==> src/rtl/alu_pkg.sv <==
// rtl/alu_pkg.sv - shared opcode enum and width constants for alu_pipe
package alu_pkg;
  localparam int ALU_FUNC_W = 3;
  localparam int ALU_N      = 8;

  // Codes 000..011 match the original single-cycle ALU; 110/111 decode as no-op.
  typedef enum logic [ALU_FUNC_W-1:0] {
    RB     = 3'b000,
    ADD    = 3'b001,
    MUL    = 3'b010,
    SUB    = 3'b011,
    MAC    = 3'b100,
    CLRACC = 3'b101
  } alu_op_t;
endpackage

==> src/rtl/fxp_mul.sv <==
// rtl/fxp_mul.sv - signed fixed-point multiplier: full product, Q-slice and overflow detect
module fxp_mul import alu_pkg::*; #(
  parameter int N    = ALU_N,
  parameter int FRAC = N-1
) (
  input  logic [N-1:0]   a,
  input  logic [N-1:0]   b,
  output logic [2*N-1:0] prod,
  input  logic [2*N-1:0] prod_q,
  output logic [N-1:0]   q,
  output logic           ovf
);
  logic [2*N-1:0] wide;

  assign prod = {{N{a[N-1]}}, a} * {{N{b[N-1]}}, b};

  // Arithmetic shift floors toward -inf; the slice is valid only when every bit
  // above it is a copy of its sign bit.
  assign wide = $signed(prod_q) >>> FRAC;
  assign q    = wide[N-1:0];
  assign ovf  = wide[2*N-1:N-1] != {(N+1){wide[N-1]}};
endmodule

==> src/rtl/alu_pipe.sv <==
// rtl/alu_pipe.sv - two-stage fixed-point ALU with MAC accumulator; ALU_SAT_EN enables saturation
module alu_pipe import alu_pkg::*; #(
  parameter int N    = ALU_N,
  parameter int FRAC = N-1
) (
  input  logic                  clk,
  input  logic                  reset,
  input  logic                  in_valid,
  output logic                  in_ready,
  input  logic [N-1:0]          a,
  input  logic [N-1:0]          b,
  input  logic [ALU_FUNC_W-1:0] alu_func,
  output logic                  out_valid,
  input  logic                  out_ready,
  output logic [N-1:0]          result,
  output logic                  zero,
  output logic                  ovf
);
  localparam logic [N-1:0] MAXV = {1'b0, {(N-1){1'b1}}};
  localparam logic [N-1:0] MINV = {1'b1, {(N-1){1'b0}}};
`ifdef ALU_SAT_EN
  localparam bit SAT = 1'b1;
`else
  localparam bit SAT = 1'b0;
`endif

  function automatic logic [N-1:0] fix(input logic [N-1:0] v, input logic o, input logic neg);
    return (SAT && o) ? (neg ? MINV : MAXV) : v;
  endfunction

  logic                  s1_valid, s1_en, s2_en;
  logic [ALU_FUNC_W-1:0] s1_op;
  logic [N-1:0]          s1_a, s1_b, acc;
  logic [2*N-1:0]        prod, s1_prod;
  logic [N-1:0]          mul_q, mul_t, sum, diff, macs, res_c;
  logic                  mul_ovf, add_o, sub_o, mac_o, ovf_c;

  assign s2_en    = !out_valid || out_ready;
  assign s1_en    = !s1_valid || s2_en;
  assign in_ready = s1_en;

  fxp_mul #(.N(N), .FRAC(FRAC)) u_mul (
    .a(a), .b(b), .prod(prod), .prod_q(s1_prod), .q(mul_q), .ovf(mul_ovf)
  );

  // MAC accumulates the (possibly clamped) MUL term, then checks the add itself.
  assign mul_t = fix(mul_q, mul_ovf, s1_prod[2*N-1]);
  assign sum   = s1_a + s1_b;
  assign add_o = (s1_a[N-1] == s1_b[N-1]) && (sum[N-1] != s1_a[N-1]);
  assign diff  = s1_a - s1_b;
  assign sub_o = (s1_a[N-1] != s1_b[N-1]) && (diff[N-1] != s1_a[N-1]);
  assign macs  = acc + mul_t;
  assign mac_o = (acc[N-1] == mul_t[N-1]) && (macs[N-1] != acc[N-1]);

  always_comb begin
    res_c = '0;
    ovf_c = 1'b0;
    case (s1_op)
      RB:  res_c = s1_b;
      ADD: begin res_c = fix(sum, add_o, s1_a[N-1]);  ovf_c = add_o; end
      MUL: begin res_c = mul_t;                        ovf_c = mul_ovf; end
      SUB: begin res_c = fix(diff, sub_o, s1_a[N-1]); ovf_c = sub_o; end
      MAC: begin res_c = fix(macs, mac_o, acc[N-1]);  ovf_c = mul_ovf | mac_o; end
      default: ;
    endcase
  end

  always_ff @(posedge clk) begin
    if (reset) begin
      s1_valid  <= 1'b0;
      out_valid <= 1'b0;
      result    <= '0;
      zero      <= 1'b0;
      ovf       <= 1'b0;
      acc       <= '0;
    end else begin
      if (s1_en) begin
        s1_valid <= in_valid;
        if (in_valid) begin
          s1_op   <= alu_func;
          s1_a    <= a;
          s1_b    <= b;
          s1_prod <= prod;
        end
      end
      if (s2_en) begin
        out_valid <= s1_valid;
        if (s1_valid) begin
          result <= res_c;
          zero   <= (res_c == '0);
          ovf    <= ovf_c;
          if (s1_op == MAC)
            acc <= res_c;
          else if (s1_op == CLRACC)
            acc <= '0;
        end
      end
    end
  end
endmodule

==> config.mk <==
export PLATFORM = sky130hd
export DESIGN_NAME = alu_pipe
export DESIGN_NICKNAME = d
export VERILOG_FILES = /design/src/rtl/alu_pkg.sv /design/src/rtl/fxp_mul.sv /design/src/rtl/alu_pipe.sv
export SDC_FILE = /design/constraint.sdc
export NUM_CORES = 1
export LEC_CHECK = 0
export ABC_AREA = 1
export BUFFER_PORTS_ARGS = -buffer_cell sky130_fd_sc_hd__clkbuf_2
export CORE_UTILIZATION = 50
export DETAILED_ROUTE_END_ITERATION = 10
export PLACE_DENSITY_LB_ADDON = 0.25
export SLEW_MARGIN = 40
export SYNTH_ARGS = -nofsm -noshare
export SYNTH_HDL_FRONTEND = slang
export SYNTH_SLANG_ARGS = --single-unit
==> constraint.sdc <==
create_clock -name clk -period 6.1 [get_ports clk]
set_input_delay 0.61 -clock clk [delete_from_list [all_inputs] [get_ports clk]]
set_output_delay 0.61 -clock clk [all_outputs]
set_load 0.03 [all_outputs]
* Word-level counts from Yosys, hierarchy flattened
Index checks and enable logic that the tools add are counted.
** Word-level totals
- Input port bits :: 23
- Bits in writable memories :: 0
- Bits in latches :: 0
- Word-level logic and storage cells :: 45
- Output and inout port bits :: 12
- ROM bits :: 0
- Memories :: 0
- Register bits :: 55
** Cells by class
- Shifts and indexed selects :: 0
- Equality and inequality tests :: 12
- Add/subtract/negate cells :: 3
- Reductions and logical operators :: 13
- Div/mod/pow operators :: 0
- Bitwise operators :: 2
- Multipliers :: 1
- Order comparisons :: 0
- Multiplexer cells :: 4
** Operator list (count)
- $pmux W8 S5 :: 1
- $add A8 B8 Y8 :: 2
- $mul A8 B8 Y16 :: 1
- $mux W8 :: 2
- $logic_not A8 Y1 :: 1
- $ne A8 B8 Y1 :: 1
- $sub A8 B8 Y8 :: 1
- $eq A3 B2 Y1 const B :: 2
- $eq A3 B3 Y1 const B :: 2
- $reduce_and A3 Y1 :: 2
- $ne A1 B1 Y1 :: 4
- $pmux W1 S4 :: 1
- $eq A3 B1 Y1 const B :: 1
- $logic_and A1 B1 Y1 :: 3
- $logic_not A3 Y1 :: 1
- $eq A1 B1 Y1 :: 2
- $logic_not A1 Y1 :: 2
- $logic_or A1 B1 Y1 :: 2
- $reduce_and A2 Y1 :: 1
- $reduce_bool A2 Y1 :: 1
- $not A1 Y1 :: 1
- $or A1 B1 Y1 :: 1

* Depth between registers and ports, before layout
Gate-level depths: netlist of the first run.
- Word-level depth :: 5
- Depth in mapped cells :: 20
- Mapped depth without buffers :: 19

* Hierarchy
Synthesis of the first run repeated with hierarchy kept, for this count alone.
** Second synthesis, totals
- Cell total of the unflattened synthesis :: 822
- Area total of the unflattened synthesis :: 6039.5 sq um
** By module, submodules not included
- alu_pipe :: cells each 424, sequential area each 1451.4 sq um, area each 3251.9 sq um, times used 1
- fxp_mul :: cells each 398, sequential area each 0.0 sq um, area each 2787.7 sq um, times used 1

* Worst setup path after synthesis of the first run
Ideal clock, no wire load.
- Kind :: in2reg
- From :: in b[6]
- To :: reg s1_prod[12], data pin
- Data required time :: 5841 ps
- Setup slack :: 1575 ps
- Arrival time :: 4266 ps
- Cell stages on the path :: 17
- Buffers on the path :: 1
- Library setup time :: 259 ps
- Cells stage by stage :: clkbuf_1 > nand2_1 > fa_1 > fa_1 > inv_1 > fa_1 > inv_1 > fa_1 > inv_1 > ha_1 > a21oi_1 > nor2_1 > a211oi_1 > o21ai_0 > nand3_1 > nand2_1 > xor2_1
** On the way
- Longest elaborated chain between the ends :: 1
** RTL lines
- from (decl) :: RTL line alu_pipe.sv:11 : input logic [N-1:0] b,
- $mul A8 B8 Y16 :: RTL line fxp_mul.sv:15 : assign prod = {{N{a[N-1]}}, a} * {{N{b[N-1]}}, b};
- named net prod[12] :: RTL line alu_pipe.sv:34 : logic [2*N-1:0] prod, s1_prod;
- to (signal assigned) :: RTL line alu_pipe.sv:83 : s1_prod <= prod;
- to (decl) :: RTL line alu_pipe.sv:34
The timed path passes the listed nets, and every way through them passes these cells.
A chain may end at the register's enable or synchronous reset.

* Worst setup path in the final report of the first run
- From :: in a[3]
- To :: reg s1_prod[12], data pin
** On the way
- Longest elaborated chain between the ends :: 1
** RTL lines
- from (decl) :: RTL line alu_pipe.sv:10 : input logic [N-1:0] a,
- $mul A8 B8 Y16 :: RTL line fxp_mul.sv:15
- named net prod[12] :: RTL line alu_pipe.sv:34
The timed path passes the listed nets, and every way through them passes these cells.

==> impl_metrics.json, run 1 <==
{
  "clk_path_buf_depth": 2,
  "htreeDepth": 2,
  "met1Wirelength_um": 5330,
  "cts-root-buf": "clkbuf_8",
  "setup_viol": 0,
  "avgRoutedWirePerCell_um": 14.1,
  "period_share_pct": 73.4,
  "wl_met2_um": 6670,
  "cap_violations": 0,
  "ir_drop_v": 0.000327,
  "grt_pass1_wl_um": 21900,
  "nets": 899,
  "die_h_um": 107,
  "p_switching_uw": 803,
  "p_int_uw": 957,
  "syn_inst": 747,
  "die_area_um2": 11400,
  "routed_wl_um": 12800,
  "hold_class": "in -> reg",
  "dieWidth_um": 107,
  "synth_top_area_share_pct": 20.3,
  "antenna_found_initial": 0,
  "end_kind": "flip-flop",
  "rsz0062_at_grt": "no",
  "crit_start": "a[3]",
  "most-common-layout-cells": "nand2_1 (188), inv_1 (184), nand3_1 (57), fa_1 (56), ha_1 (48)",
  "hold_viol": 0,
  "relSlewSlack_pct": 56.2,
  "drc_errors": 0,
  "cts.repair.resized": 0,
  "clock_sinks": 48,
  "critPathLaunchType": "input pin",
  "n_antenna_cell": 0,
  "critical_path_class": "in -> reg",
  "avgSynthCellArea_um2": 7.38,
  "critical_path_required_ps": 6180,
  "pwr-share-comb_pct": 60.2,
  "final_common_cell": "nand2_1",
  "synth_cell_types": 27,
  "fill_cells": 985,
  "r2r-start": "s1_a[0]$_DFFE_PP_",
  "dp_hpwl_um": 10400,
  "ant_nets": 0,
  "start_util_pct": 52.4,
  "io_buffers": 34,
  "min_from": "alu_func[2]",
  "status": "complete, no violations",
  "grt_remaining_overflow": 0,
  "wl_met3_um": 449,
  "syn_nets": 874,
  "fp-row-count": 37,
  "power_density_nw_per_um2": 299,
  "ios": 35,
  "ys_seq_area_share_pct": 22.5,
  "clock_skew_ps": 4.89,
  "postCtsSetupBuffers": 0,
  "final-max-slew-violation-count": 0,
  "drt-initial-drc-count": 300,
  "synth-seq-cells": 48,
  "grt_pass1_vias": 4761,
  "seqPwrFrac_pct": 26.7,
  "cts-buffers-inserted": 5,
  "leakagePower_uw": 0.00325,
  "vias": 4679,
  "top_layer_used": "met4",
  "final_cells": 909,
  "p_sw_share_pct": 45.6,
  "grt_start_max_net_pins": 29,
  "cts_hold_buf": 0,
  "worst_slew_pin_slew_ps": 657,
  "dpl.cell_count": 901,
  "gp_congestion": 0.874,
  "core_area_um2": 10500,
  "path_max_fanout": 9,
  "synth_area_leader_cell": "fa_1",
  "crit_arrival_ps": 4550,
  "ys_warn_count": 0,
  "fin_setup_tns_ps": 0,
  "drive_above_1_share_pct": 7.24,
  "fmax_mhz": 223,
  "netlist_area_um2": 5510,
  "clk_latency_ps": 320,
  "yosys-top-cells-area": "fa_1 (20%), edfxtp_1 (15%), nand2_1 (13%)",
  "syn_to_final_growth_pct": 6.95,
  "post-route-min-period_ps": 4480,
  "viasPerCell": 5.15,
  "path_clk_slew_ps": 100,
  "cts_tree": "built",
  "grtUsageTotal_pct": 24.7,
  "drtPass1Iterations": 5,
  "clockPowerShare_pct": 13.1
}
-- stage by stage --
step | hold slack (ps) | util, % | total power [uW] | area, um^2 | worst slack (ps)
CTS | 456 | 56.1 | 1770 | 5890 | 1650
floorplan | 444 | - | 1290 | 5510 | 1570
global placement | 455 | 55.0 | 1490 | 5780 | 1420
global route | 451 | 56.1 | 1960 | 5890 | 1310
detailed placement | 463 | 55.0 | 1530 | 5780 | 1320
finish | 462 | 56.1 | 1760 | 5890 | 1620
-- worst paths after layout --
kind / to / slack, ps / cells past startpoint
worst max-delay path: s1_prod[12]$_DFFE_PP_ / 1620 / 19
worst min-delay path: s1_op[2]$_DFFE_PP_ / 460 / 1
worst max register to register: zero$_SDFFE_PP0P_ / 3850 / 12
worst min register to register: ovf$_SDFFE_PP0P_ / 480 / 2
-- layer usage --
metal	GRT usage, %	up-vias
li1	-	2319
met1	28.8	2203
met2	45.9	126
met3	2.67	31
met4	9.78	0
met5	0	-
-- worst max-delay path, cell delays in order --
cell and delay (ps):
clkbuf_2 170, nand2_1 100, inv_1 60, fa_1 540, inv_1 50, fa_1 480, inv_1 50, fa_1 520
inv_1 60, fa_1 530, inv_1 40, ha_1 360, a21oi_1 240, nor2_1 70, a211oi_1 150, o21ai_0 200
nand3_1 110, nand2_1 60, xor2_1 140
-- synthesized netlist by cell type --
cell      instances
nand2_1         188
a211oi_1          2
buf_2             1
clkinv_1          1
nor2_1           44
o21bai_1          2
inv_2             7
nor3_1            2
ha_1             48
nor2_2            4
nand4_1          13
nand3_1          57
inv_1           185
clkbuf_1         13
nor3_2            1
nand3b_1          1
o21ai_0          13
o211ai_1          4
dfxtp_1          20
a21oi_1          30
o21ai_1           7
or2_2             1
edfxtp_1         28
xnor2_1           7
buf_4             2
xor2_1           10
fa_1             56
-- cell type report --
class / instances / area [um^2] / area share [%]
flip-flops and latches: 48 / 1240 / 21.1
clock buffers: 6 / 93.8 / 1.59
multi-input cells: 490 / 3480 / 59.0
inverters: 193 / 724 / 12.3
repair buffers: 34 / 170 / 2.89
clock inverters: 2 / 17.5 / 0.297
well taps: 136 / 170 / 2.89
-- cell families after synthesis --
logic type	Yosys count	synth area share, %
DFF	48	22.5
xor gates and xnor gates	17	2.70
buffers and inverters	209	14.4
and+or+nand+nor	311	23.5
AOI/OAI and AO/OA	58	5.63
adders and majority gates	104	31.2
-- sequential cells by signal, indices dropped and copies added (netlist names) --
| register | cells |
|---|---|
| s1_op | 3 |
| s1_a | 8 |
| s1_prod | 9 |
| out_valid | 1 |
| result | 8 |
| acc | 8 |
| ovf | 1 |
| zero | 1 |
| s1_b | 8 |
| s1_valid | 1 |
-- power groups by stage --
stage / Combinational [uW] / Sequential [uW] / Clock [uW]
global route: 1240 / 475 / 246
global placement: 1010 / 478 / 0
finish: 1060 / 471 / 231
floorplan: 820 / 474 / 0
CTS: 1060 / 471 / 235
detailed placement: 1060 / 479 / 0
Note: power is estimated with default switching activity, not from simulation.
==> inputs of run 2 (changes only) <==
==> constraint.sdc (replaced) <==
create_clock -name clk -period 3.75 [get_ports clk]
set_input_delay 0.375 -clock clk [delete_from_list [all_inputs] [get_ports clk]]
set_output_delay 0.375 -clock clk [all_outputs]
set_load 0.03 [all_outputs]
==> impl_metrics.json, run 2 (same netlist as run 1, synthesis figures left out) <==
{
  "status": "finished with violations",
  "failed_checks": "setup timing",
  "setup_viol": 4,
  "crit_arrival_ps": 3850,
  "relSlewSlack_pct": 54.3,
  "cts_hold_buf": 0,
  "grt_remaining_overflow": 0,
  "post-route-min-period_ps": 3780,
  "cts-buffers-inserted": 5,
  "grt_start_max_net_pins": 29,
  "clock_sinks": 48,
  "fin_setup_tns_ps": -60.2,
  "cts_tree": "built",
  "io_buffers": 34,
  "critPathLaunchType": "input pin",
  "path_clk_slew_ps": 100,
  "cap_violations": 0,
  "holdWs_ps": 233,
  "path_max_fanout": 5,
  "critical_path_class": "in -> reg",
  "rsz0062_at_grt": "yes",
  "clk_path_buf_depth": 2,
  "n_antenna_cell": 0,
  "viasPerCell": 5.14,
  "die_area_um2": 11400,
  "ios": 35,
  "nets": 953,
  "routed_wl_um": 13500,
  "grt_pass1_vias": 4971,
  "worst-r2r-cell-count": 12,
  "most-common-layout-cells": "nand2_1 (174), inv_1 (162), nand3_1 (57), fa_1 (52), buf_4 (52)",
  "start_util_pct": 52.4,
  "final_common_cell": "nand2_1",
  "vias": 4947,
  "antenna_found_initial": 0,
  "grt_pass1_wl_um": 22400,
  "hold_viol": 0,
  "final-max-slew-violation-count": 0,
  "drc_errors": 0,
  "end_kind": "flip-flop",
  "drt-initial-drc-count": 271,
  "gp_congestion": 0.924,
  "setup_ws_ps": -27.6,
  "avgRoutedWirePerCell_um": 14.0,
  "clock_skew_ps": 21.3,
  "fp-row-count": 37,
  "largest_reg_flops": 9,
  "clk_latency_ps": 320,
  "dieWidth_um": 107,
  "fill_cells": 902,
  "whs_endpoint": "s1_op[2]$_DFFE_PP_",
  "min_delay_path_depth": 1,
  "fmax_mhz": 265,
  "largest-register": "s1_prod",
  "ir_drop_v": 0.000618,
  "cts-root-buf": "clkbuf_8",
  "worst_slew_pin_slew_ps": 685,
  "syn_to_final_growth_pct": 20.4,
  "drive_above_1_share_pct": 20.8,
  "r2r-start": "s1_b[2]$_DFFE_PP_",
  "period_share_pct": 101,
  "power_density_nw_per_um2": 555,
  "ant_nets": 0,
  "leakagePower_uw": 0.00355,
  "rrSetupSlack_ps": 1470,
  "die_h_um": 107,
  "reg2reg_to": "zero$_SDFFE_PP0P_",
  "grtUsageTotal_pct": 25.0,
  "core_area_um2": 10500,
  "critical_path_required_ps": 3830,
  "dp_hpwl_um": 10800,
  "drtPass1Iterations": 5,
  "hold_class": "in -> reg",
  "htreeDepth": 2,
  "min_from": "alu_func[2]"
}
[run 2: changes by cell type in the layout (fill, tap and decap cells not counted), moves of 5 or more]
cell and change:
a21oi_1 -5, buf_4 +52, buf_6 +9, clkbuf_2 -12, ha_1 -8, ha_4 +7, inv_1 -22, inv_2 +20
nand2_1 -14, nand2_2 +10
[run 2: cell type report]
class	count	area [um^2]	area share, %
clock buffer	7	119	1.79
clock inverter	1	8.76	0.132
inverter	193	729	11.0
multi-input combinational	490	3700	55.7
sequential	48	1240	18.7
tap	136	170	2.56
timing repair buffer	88	669	10.1
[run 2: report_power, final]
group          leakage, uW  internal, uW  switching (uW)
Combinational      0.00306          1180            1310
Clock            0.0000651           215             199
Sequential        0.000426           710            67.2
[run 2: per-layer routing]
metal  global-route usage [%]  wire, um  vias to the layer above
met5                        0         0                        -
met4                     8.22       389                        0
met3                     3.04       558                       35
met2                     44.7      6740                      145
met1                     31.2      5780                     2339
li1                         -         -                     2428
[run 2: how the worst max path moves through the flow]
stage	endpoint	cells past startpoint	slack [ps]	startpoint
after floorplan	s1_prod[12]$_DFFE_PP_	19	-230	a[6]
after global placement	s1_prod[15]$_DFFE_PP_	17	-380	a[7]
after detailed placement	s1_prod[12]$_DFFE_PP_	19	-420	a[6]
after CTS	s1_prod[14]$_DFFE_PP_	19	-70	a[6]
after global routing	s1_prod[15]$_DFFE_PP_	15	-220	b[4]
final	s1_prod[14]$_DFFE_PP_	19	-30	a[7]
[run 2: through the flow]
stage	cells	instance area (um^2)	util, %	total power, uW	worst slack (ps)
finish	963	6640	63.2	3690	-27.6
global route	963	6640	63.2	3990	-219
CTS	960	6450	61.4	3450	-73.3
detailed placement	952	6280	59.8	3020	-424
global placement	952	6280	59.8	2970	-378
floorplan	747	5750	-	2330	-226
[run 2: worst max-delay path, stage by stage]
cell      delay [ps]
buf_12           110
nand2_4           70
inv_4             30
fa_1             510
inv_2             40
fa_1             510
inv_2             40
fa_1             530
inv_1             50
fa_1             490
inv_2             40
ha_4             220
a21oi_4          140
nor2_2            50
a211oi_2         220
o21ai_2          110
nand2_1           80
nand2_1           60
xor2_1           160
[run 2: timing repair]
| action | in CTS | in global routing |
|---|---|---|
| gates cloned | 0 | 0 |
| pin swaps | 6 | 29 |
| hold endpoints to repair | 0 | 0 |
| setup buffers | 0 | 3 |
| endpoints found under the setup margin | 4 | 8 |
| resized for setup | 13 | 76 |
==> inputs of run 3 (changes only) <==
==> constraint.sdc (replaced) <==
create_clock -name clk -period 3.5 [get_ports clk]
set_input_delay 0.35 -clock clk [delete_from_list [all_inputs] [get_ports clk]]
set_output_delay 0.35 -clock clk [all_outputs]
set_load 0.03 [all_outputs]
==> impl_metrics.json, run 3 (same netlist as run 1, synthesis figures left out) <==
{
  "critPathMaxStageDelay_ps": 530,
  "cp_cell_sequence": "clkbuf_16 -> nand2_2 -> inv_2 -> fa_1 -> inv_1 -> fa_1 -> inv_1 -> fa_1 -> inv_1 -> fa_1 -> inv_2 -> ha_4 -> a21oi_4 -> nor2_2 -> a211oi_2 -> o21ai_2 -> nand2_1 -> nand2_1 -> xor2_1",
  "failed_checks": "setup timing",
  "start_util_pct": 52.4,
  "io_buffers": 34,
  "core_area_um2": 10500,
  "cp_top_family": "adder cells",
  "crit_arrival_ps": 3810,
  "cts-root-buf": "clkbuf_8",
  "drive_above_1_share_pct": 19.2,
  "clk_latency_ps": 310,
  "hold_class": "in -> reg",
  "setup_ws_ps": -237,
  "fp-row-count": 37,
  "critPathLaunchType": "input pin",
  "hold_viol": 0,
  "dp_hpwl_um": 11000,
  "worst_slew_pin_slew_ps": 439,
  "nets": 959,
  "die_h_um": 107,
  "ios": 35,
  "leakagePower_uw": 0.00360,
  "end_kind": "flip-flop",
  "drc_errors": 0,
  "cts_tree": "built",
  "relSlewSlack_pct": 70.6,
  "htreeDepth": 2,
  "rsz0062_at_grt": "yes",
  "vias": 4880,
  "grt_start_max_net_pins": 29,
  "final_common_cell": "nand2_1",
  "dieWidth_um": 107,
  "grt_pass1_wl_um": 23100,
  "cap_violations": 0,
  "grtUsageTotal_pct": 25.6,
  "critical_path.most_common_cell": "fa_1",
  "ir_drop_v": 0.000679,
  "drt-initial-drc-count": 310,
  "clock_skew_ps": 19.9,
  "critical_path_class": "in -> reg",
  "syn_to_final_growth_pct": 21.1,
  "fmax_mhz": 268,
  "largest_reg_flops": 9,
  "placed_area_um2": 6300,
  "grt_pass1_vias": 5057,
  "avgRoutedWirePerCell_um": 13.7,
  "antenna_found_initial": 0,
  "drtPass1Iterations": 4,
  "post-route-min-period_ps": 3740,
  "n_antenna_cell": 0,
  "largest-register": "s1_prod",
  "status": "finished with violations",
  "setup_viol": 8,
  "clk_path_buf_depth": 2,
  "path_max_fanout": 6,
  "ant_nets": 0,
  "gp_congestion": 0.908,
  "viasPerCell": 5.04,
  "power_density_nw_per_um2": 591,
  "crit_buf_inv": 6,
  "routed_wl_um": 13200,
  "place_ws_ps": -708,
  "clock_sinks": 48,
  "cp_slowest_cell": "fa_1",
  "final_area_um2": 6680,
  "critical_path_required_ps": 3570,
  "path_clk_slew_ps": 100,
  "die_area_um2": 11400,
  "cts-buffers-inserted": 5,
  "most-common-layout-cells": "nand2_1 (180), inv_1 (173), nand3_1 (57), buf_4 (56), fa_1 (53)",
  "final-max-slew-violation-count": 0,
  "grt_remaining_overflow": 0,
  "period_share_pct": 107
}
==> run 3: cell count changes in the layout (fill, tap and decap cells not counted), sizes merged <==
cell    before  now
buf         64   61
clkbuf      31   40
==> run 3: final cells by class <==
cell class / count / area, um^2
fill: 936 / 3830
multi-input combinational: 490 / 3670
sequential: 48 / 1240
timing repair buffer: 94 / 739
inverter: 193 / 724
tap: 136 / 170
clock buffer: 7 / 119
clock inverter: 1 / 8.76
==> run 3: report_power, final <==
part | internal (uW) | switching, uW | leakage [uW] | total (uW)
logic | 1290 | 1390 | 0.00311 | 2680
clock network | 230 | 203 | 0.0000651 | 434
registers | 760 | 69.8 | 0.000426 | 830
==> run 3: layer usage <==
layer,track usage [%],vias to the layer above,wire (um),part of all wire (%)
li1,-,2434,-,-
met2,47.5,106,6770,51
met5,0,-,0,0
met3,2.25,21,425,3.2
met4,6.65,0,270,2.0
met1,31.8,2319,5790,44
==> run 3: path summary, 6_finish.rpt <==
check | start | to | slack, ps | cells past startpoint
worst max-delay path | a[6] | s1_prod[14]$_DFFE_PP_ | -240 | 19
worst min-delay path | alu_func[0] | s1_op[0]$_DFFE_PP_ | 220 | 1
worst max register to register | s1_prod[7]$_DFFE_PP_ | zero$_SDFFE_PP0P_ | 1290 | 11
worst min register to register | zero$_SDFFE_PP0P_ | zero$_SDFFE_PP0P_ | 490 | 2
==> run 3: through the flow <==
stage | TNS [ps] | hold slack, ps | total power (uW) | std cells | util [%]
final | -1200 | 215 | 3940 | 969 | 63.5
after CTS | -1060 | 212 | 3890 | 966 | 63.1
after detailed placement | -5110 | 466 | 3280 | 955 | 60.0
after global placement | -4590 | 457 | 3190 | 955 | 60.0
after floorplan | -2450 | 419 | 2500 | 747 | -
after global routing | -2350 | 212 | 4290 | 969 | 63.5
==> run 3: timing repair <==
item / CTS / global route
setup buffers: 3 / 3
gates resized for setup: 46 / 9
gates cloned: 0 / 0
pin swaps: 25 / 5
hold buffers: 0 / 0
endpoints found under the setup margin: 9 / 9
